<file path="config.mk">
export PLATFORM = sky130hd
export DESIGN_NAME = mem_arbiter
export DESIGN_NICKNAME = d
export VERILOG_FILES = /design/src/rtl/mem_arb_pkg.sv /design/src/rtl/rr_arbiter.sv /design/src/rtl/mem_arbiter.sv
export SDC_FILE = /design/constraint.sdc
export NUM_CORES = 1
export LEC_CHECK = 0
export ABC_CLOCK_PERIOD_IN_PS = 1300
export BUFFER_PORTS_ARGS = -buffer_cell sky130_fd_sc_hd__buf_2
export CORE_MARGIN = 10
export CORE_UTILIZATION = 35
export CTS_BUF_LIST = sky130_fd_sc_hd__clkbuf_16
export CTS_CLUSTER_DIAMETER = 40
export DETAILED_ROUTE_END_ITERATION = 16
export PLACE_DENSITY = 0.73
export SYNTH_ARGS = -nofsm -noshare
export SYNTH_HDL_FRONTEND = slang
export SYNTH_SLANG_ARGS = --single-unit
</file>
<file path="constraint.sdc">
create_clock -name clk -period 1.3 [get_ports clk]
set_clock_uncertainty 0.15 [all_clocks]
set_input_delay 0.065 -clock clk [delete_from_list [all_inputs] [get_ports clk]]
set_output_delay 0.065 -clock clk [all_outputs]
set_load 0.05 [all_outputs]
</file>
<file path="src/rtl/mem_arb_pkg.sv">
// Shared types for the memory-port arbiter: default widths, FSM states and
// the latched request record.
package mem_arb_pkg;

    localparam int ADDR_W_DEF = 5;
    localparam int DATA_W_DEF = 8;

    typedef enum logic [1:0] {
        IDLE    = 2'd0,
        ACC     = 2'd1,
        RD_WAIT = 2'd2
    } arb_state_t;

    typedef struct packed {
        logic                  we;
        logic [ADDR_W_DEF-1:0] addr;
        logic [DATA_W_DEF-1:0] wdata;
    } req_rec_t;

endpackage

</file>
<file path="src/rtl/rr_arbiter.sv">
// Combinational round-robin picker: first requester at or after
// last_grant+1, wrapping modulo NUM_REQ.
module rr_arbiter #(
    parameter int NUM_REQ = 2,
    localparam int IDX_W  = (NUM_REQ > 1) ? $clog2(NUM_REQ) : 1
) (
    input  logic [NUM_REQ-1:0] i_req,
    input  logic [IDX_W-1:0]   i_last_grant,
    output logic [NUM_REQ-1:0] o_pick,
    output logic [IDX_W-1:0]   o_idx,
    output logic               o_any
);

    logic w_found;

    // Outer loop walks priority distance 1..NUM_REQ; inner loop finds the
    // requester sitting at that distance from the last grant.
    always_comb begin
        o_pick  = '0;
        o_idx   = '0;
        o_any   = |i_req;
        w_found = 1'b0;
        for (int k = 1; k <= NUM_REQ; k++) begin
            for (int j = 0; j < NUM_REQ; j++) begin
                if (!w_found && i_req[j] &&
                    (j == ((int'(i_last_grant) + k) % NUM_REQ))) begin
                    w_found   = 1'b1;
                    o_pick[j] = 1'b1;
                    o_idx     = IDX_W'(j);
                end
            end
        end
    end

endmodule

</file>
<file path="src/rtl/mem_arbiter.sv">
// Round-robin arbiter sharing one synchronous memory port between NUM_REQ
// masters; each access is a one-cycle strobe followed by an idle gap.
module mem_arbiter
    import mem_arb_pkg::*;
#(
    parameter int NUM_REQ = 2,
    parameter int ADDR_W  = ADDR_W_DEF,
    parameter int DATA_W  = DATA_W_DEF
) (
    input  logic                       clk,
    input  logic                       rst,
    input  logic [NUM_REQ-1:0]         req,
    input  logic [NUM_REQ-1:0]         req_we,
    input  logic [NUM_REQ*ADDR_W-1:0]  req_addr,
    input  logic [NUM_REQ*DATA_W-1:0]  req_wdata,
    output logic [NUM_REQ-1:0]         gnt,
    output logic [NUM_REQ-1:0]         rvalid,
    output logic [DATA_W-1:0]          rdata,
    output logic                       busy,
    output logic                       mem_read,
    output logic                       mem_write,
    output logic [ADDR_W-1:0]          mem_addr,
    output logic [DATA_W-1:0]          mem_data_in,
    input  logic [DATA_W-1:0]          mem_data_out
);

    localparam int IDX_W = (NUM_REQ > 1) ? $clog2(NUM_REQ) : 1;

    arb_state_t         r_state;
    arb_state_t         w_state_next;
    logic [IDX_W-1:0]   r_last_grant;
    logic [NUM_REQ-1:0] r_sel;
    req_rec_t           r_rec;
    logic [DATA_W-1:0]  r_rdata;
    logic [NUM_REQ-1:0] r_rvalid;

    logic [NUM_REQ-1:0] w_pick;
    logic [IDX_W-1:0]   w_idx;
    logic               w_any;
    req_rec_t           w_rec;

    rr_arbiter #(
        .NUM_REQ (NUM_REQ)
    ) u_rr (
        .i_req        (req),
        .i_last_grant (r_last_grant),
        .o_pick       (w_pick),
        .o_idx        (w_idx),
        .o_any        (w_any)
    );

    always_comb begin
        w_rec       = '0;
        w_rec.we    = req_we[w_idx];
        w_rec.addr  = req_addr[w_idx*ADDR_W +: ADDR_W];
        w_rec.wdata = req_wdata[w_idx*DATA_W +: DATA_W];
    end

    always_comb begin
        w_state_next = r_state;
        case (r_state)
            IDLE:    if (w_any) w_state_next = ACC;
            ACC:     w_state_next = r_rec.we ? IDLE : RD_WAIT;
            RD_WAIT: w_state_next = IDLE;
            default: w_state_next = IDLE;
        endcase
    end

    always_ff @(posedge clk) begin
        if (rst) begin
            r_state      <= IDLE;
            r_last_grant <= IDX_W'(NUM_REQ - 1);
            r_sel        <= '0;
            r_rec        <= '0;
            r_rdata      <= '0;
            r_rvalid     <= '0;
        end else begin
            r_state  <= w_state_next;
            r_rvalid <= '0;
            if (r_state == IDLE && w_any) begin
                r_last_grant <= w_idx;
                r_sel        <= w_pick;
                r_rec        <= w_rec;
            end
            // Memory data is valid during RD_WAIT; capture it as that state ends.
            if (r_state == RD_WAIT) begin
                r_rdata  <= mem_data_out;
                r_rvalid <= r_sel;
            end
        end
    end

    assign gnt         = (r_state == ACC) ? r_sel : '0;
    assign mem_write   = (r_state == ACC) &&  r_rec.we;
    assign mem_read    = (r_state == ACC) && !r_rec.we;
    assign mem_addr    = r_rec.addr;
    assign mem_data_in = r_rec.wdata;
    assign busy        = (r_state != IDLE);
    assign rvalid      = r_rvalid;
    assign rdata       = r_rdata;

endmodule

</file>
# [Word level (Yosys, flattened, before mapping)]
# Cells that the tools add are included.
[word_totals] reg_bits=29 out_inout_bits=28
[classes] addsub=2 n_eq_ne=5 mux=14 bitwise=3 magnitude_cmp=1 n_mul=1 n_reduce_logical=20 shifts=2
[ops] operator="logical NOT 32 bit" n=2
[ops] operator="variable part select 16 x 5 -> 8 bit" n=1
[ops] operator="logical AND 1 bit" n=10
[ops] operator="two-way mux 1 bit" n=10
[ops] operator="variable part select 10 x 5 -> 5 bit" n=1
[ops] operator="two-way mux 2 bit" n=3
[ops] operator="== test 2 bit, first input constant" n=2
[ops] operator="logical NOT 1 bit" n=4
[ops] operator="multiplier 1 x 3 -> 4 bit, second input constant" n=1
[ops] operator="case mux 2 bit (2 select lines)" n=1
[ops] operator="OR reduction 2 bit" n=2
[ops] operator="adder 1 bit, second input constant" n=2
[ops] operator="AND 1 bit, first input constant" n=2
[ops] operator="== test 2 x 1 -> 1 bit, second input constant" n=1
[ops] operator="== test 2 bit, second input constant" n=1
[ops] operator="logical NOT 2 bit" n=1
[ops] operator="less-than comparator 1 x 2 -> 1 bit, second input constant" n=1
[ops] operator="!= test 2 bit, second input constant" n=1
[ops] operator="nonzero test 2 bit" n=1
[ops] operator="inverter 1 bit" n=1

# [Depth between registers and ports, before layout]
[depth] ltp_word=19 ltp_mapped=5

# [Modules after synthesis]
# A second synthesis with hierarchy kept.
[unflattened] cells_unflattened=144 hier_area_um2=1382.6
[modules_own_cells] module="mem_arbiter" area_each_um2=1350.0 cells_each=139 n_inst=1
[modules_own_cells] module="rr_arbiter" area_each_um2=32.5 cells_each=5 n_inst=1

# [Worst setup path before layout]
# OpenSTA, ideal clock, no wires.
[synth_path] kind="reg-to-reg" startpoint="register r_state[1]" endpoint="register r_rec (netlist bit mem_data_in[1])" path_stages_with_launch=6 arrival_time_ns=1.289 path_slack_ns=-0.230 path_buffers=1 required_time_ns=1.059 synth_period_minus_slack_ns=1.530 cell_sequence="dfxtp_1 nor2_4 inv_1 nor2_4 buf_6 a311oi_1"
[synth_between] elab_chain_cells=2
[synth_lines] element="start: declaration" line="mem_arbiter.sv:29" text="arb_state_t r_state;"
[synth_lines] element="start signal: assignment" line="mem_arbiter.sv:78" text="r_state <= w_state_next;"
[synth_lines] element="logical NOT 2 bit" line="mem_arbiter.sv:80" text="if (r_state == IDLE && w_any) begin"
[synth_lines] element="logical AND 1 bit" line="mem_arbiter.sv:80"
[synth_lines] element="end signal: assignment" line="mem_arbiter.sv:83" text="r_rec <= w_rec;"
[synth_lines] element="end: declaration" line="mem_arbiter.sv:33" text="req_rec_t r_rec;"
# No other way between the ends.
# A chain may end at the register's enable or synchronous reset.

# [Worst setup path after layout]
[layout_path] startpoint="register r_state[0]" endpoint="output mem_write"
[layout_between] elab_chain_cells=2
[layout_lines] element="== test 2 x 1 -> 1 bit" line="mem_arbiter.sv:94" text="assign mem_write = (r_state == ACC) && r_rec.we;"
[layout_lines] element="logical AND 1 bit" line="mem_arbiter.sv:94"
[layout_lines] element="end: declaration" line="mem_arbiter.sv:21" text="output logic mem_write,"
# No other way between the ends.

==> key figures <==
Cells and area
  • # diodes: 0
  • Layout Cells excl Fill: 304
  • Post-Route Utilization: 0.622
  • Nets: 295
  • Share of layout cells above drive strength 1: 0.395
  • Area added between synthesis and finish: 70.6%

Global routing
  • Largest net degree at the start of global routing: 30
  • Initial antenna violation count: 0
  • Vias in the first global route: 1504
  • Grt total ovfl: 0
  • First-pass GRT wire length: 6930 um
  • GRT Overall Usage: 0.132

Placement
  • Hpwl dp: 2830 um
  • Dpl cells: 258
  • Port bufs: 67
  • Placer Congestion: 0.798

CTS
  • Reg clk slew, reported paths: 0.05 ns
  • Clk_lat worst skew: 0.27 ns
  • Postcts setup bufs: 0
  • CTS tree: built
  • H-tree Lvls: 2
  • Root Driver: clkbuf_16
  • Clock buffer count from CTS: 5
  • TritonCTS Sinks: 29
  • Clock Path Buffers: 2

Timing
  • Finish-stage setup viols: 3
  • Period utilisation layout: 1.01
  • Fmax: 0.760 GHz
  • Tmin final: 1.32 ns
  • Worst slew margin: 0.601
  • Final Slew Violations: 0
  • Tightest Pin Transition: 0.599 ns
  • RSZ-0062 raised after global routing: true
  • Hold Vio Cnt, Final: 0
  • Setup ws final: -0.0165 ns

Synthesis
  • Synth unique cells: 24
  • Seq cells post-synth: 29
  • Synthesized cell area: 1360 um2
  • Synth Warn #: 0
  • Avg Synthesized Cell Area: 8.47 um2
  • Synth Instances: 160
  • Sequential share of the synthesized area: 0.428
  • Synthesized Nets: 200

Worst setup path
  • Critical path startpoint: r_state[0]$_SDFFE_PP0P_
  • Worst R2R Path Depth: 5
  • Startpoint Class: register
  • CP Max Fanout: 5
  • R2R setup slack: 0 ns
  • Arr. time, crit path: 1.10 ns
  • R2r startpoint: r_state[0]$_SDFFE_PP0P_
  • Setup crit end kind: output port
  • Crit path kind: register to output port
  • R2R Path End: mem_addr[3]$_SDFFE_PP0P_
  • Critical path required time: 1.09 ns

Floorplan
  • Initial Utilization: 0.365
  • Die Area: 6760 um2
  • FP Rows: 22
  • Area of the core: 3720 um2
  • Boundary pin count: 68
  • Overall die height: 82.2 um
  • Die X: 82.2 um

Min path
  • Tightest Hold Check Type: input pin to register
  • Hold Path Origin: req[0]
  • Hold path cells: 3
  • Hold Path End: r_last_grant$_SDFFE_PP1P_

Pwr
  • Power Density: 1360 nW/um2
  • VDD IR max: 988 uV
  • Cell leakage power: 1.04 nW

Outcome
  • Violated checks: setup timing
  • Status: finished, violations left

Routing
  • Via count: 1477
  • Via density: 4.86
  • Routed WL: 4540 um
  • # DRC: 0
  • Antenna viol nets, final: 0
  • Initial DRC Count: 35
  • Pre-antenna DRT Iters: 4
  • DR WL/cell: 14.9 um

Flow run
  • Max-cap violations: 0
cells in the mapped netlist:
cell,n,area (um2)
nand2_1,46,173
dfxtp_1,29,581
a21oi_1,24,120
buf_4,15,113
a311oi_1,12,105
and2_1,3,18.8
clkbuf_1,3,11.3
nor2b_1,3,18.8
nor3b_1,3,22.5
a311oi_2,2,30.0
buf_2,2,10.0
buf_6,2,22.5
nand2b_1,2,12.5
nor2_1,2,7.51
nor2_4,2,22.5
nor3_1,2,10.0
a21bo_2,1,10.0
a21boi_4,1,18.8
a221o_1,1,10.0
buf_1,1,3.75
buf_12,1,20.0
inv_1,1,3.75
o21ai_0,1,5.00
or2_1,1,6.26
state kept, by name, indices dropped and copies added (netlist names):
signal,count
r_sel,2
r_last_grant,1
r_state,2
mem_data_in,8
r_rec,1
rvalid,2
rdata,8
mem_addr,5
worst max path at each step:
stage	slack, ns	endpoint	depth (start not counted)
2_1_floorplan	-0.23	mem_data_in[1]$_SDFFE_PP0P_	5
3_3_place_gp	-0.0001	mem_data_in[3]$_SDFFE_PP0P_	4
3_5_place_dp	-0.06	mem_data_in[6]$_SDFFE_PP0P_	3
4_1_cts	-0.03	gnt[0]	3
5_1_grt	-0.06	mem_data_in[1]$_SDFFE_PP0P_	5
6_report	-0.02	mem_write	3
cell type report:
type / instances / area (um2)
Timing Repair Buffer: 111 / 841
Clock inverter: 3 / 37.5
Fill cell: 332 / 1400
Multi-Input combinational cell: 107 / 656
Sequential cell: 29 / 587
Clock buffer: 5 / 125
Inverter: 1 / 6.26
Tap cell: 48 / 60.1
through the flow:
step            TNS [ns]  setup WS [ns]  hold slack [ns]  area, um2  power, mW
2_1_floorplan      -2.78         -0.230           0.0510       1360       1.59
3_3_place_gp   -0.000105      -0.000105            0.160       1650       1.72
3_5_place_dp      -0.334        -0.0640            0.165       1650       1.73
4_1_cts          -0.0820        -0.0314          0.00923       2240       3.13
5_1_grt           -0.836        -0.0580           0.0656       2310       3.27
6_report         -0.0343        -0.0165           0.0295       2310       3.16
layer usage:
layer  GRT usage  part of all wire  up-vias
li1            -                 -      729
met3      0.0713              0.12       11
met2       0.234              0.48       77
met1       0.124              0.38      660
met5           0                 0        -
met4      0.0527             0.021        0
worst max-delay path, cell delays in order (launching register included):
cell	delay (ns)
dfxtp_4	0.37
nor2b_4	0.16
and2_4	0.16
buf_8	0.14
logic make-up after synthesis:
| logic type | count (synthesis) | synth area share |
|---|---|---|
| buffers and inverters | 25 | 0.136 |
| AO/OA/AOI/OAI | 42 | 0.221 |
| flip-flops | 29 | 0.428 |
| AND/OR/NAND/NOR | 64 | 0.215 |
what timing repair did:
action,in CTS,in global routing
pin swaps,2,7
gates cloned,0,2
gates resized for setup,23,7
setup endpoints to repair,19,20
hold buffers,36,0
hold endpoints to repair,22,0
layout by cell type, fill, tap and decap left out:
master          n
a311oi_1        8
bufinv_16       1
or2_1           1
a21boi_4        1
a311oi_2        6
buf_4           5
a21oi_1        24
a221o_1         1
nor2_4          2
buf_2          62
clkbuf_16       6
nor2b_1         2
dfxtp_2         2
and2_4          3
nor3b_1         3
nor3_1          2
buf_8           3
inv_1           1
dlygate4sd3_1  36
inv_4           1
nand2_1        46
clkinv_1        1
nand2b_1        2
buf_12          2
o21ai_0         1
nor2b_4         1
dfxtp_1        26
dfxtp_4         1
a21bo_4         2
nor2_1          1
nor2_2          1
buf_6           2
report_power, final:
part | total, mW | internal (mW) | switching (mW)
registers | 1.02 | 0.970 | 0.0502
logic | 0.864 | 0.353 | 0.511
clock network | 1.27 | 0.887 | 0.384
Note: power is estimated with default switching activity, not from simulation.
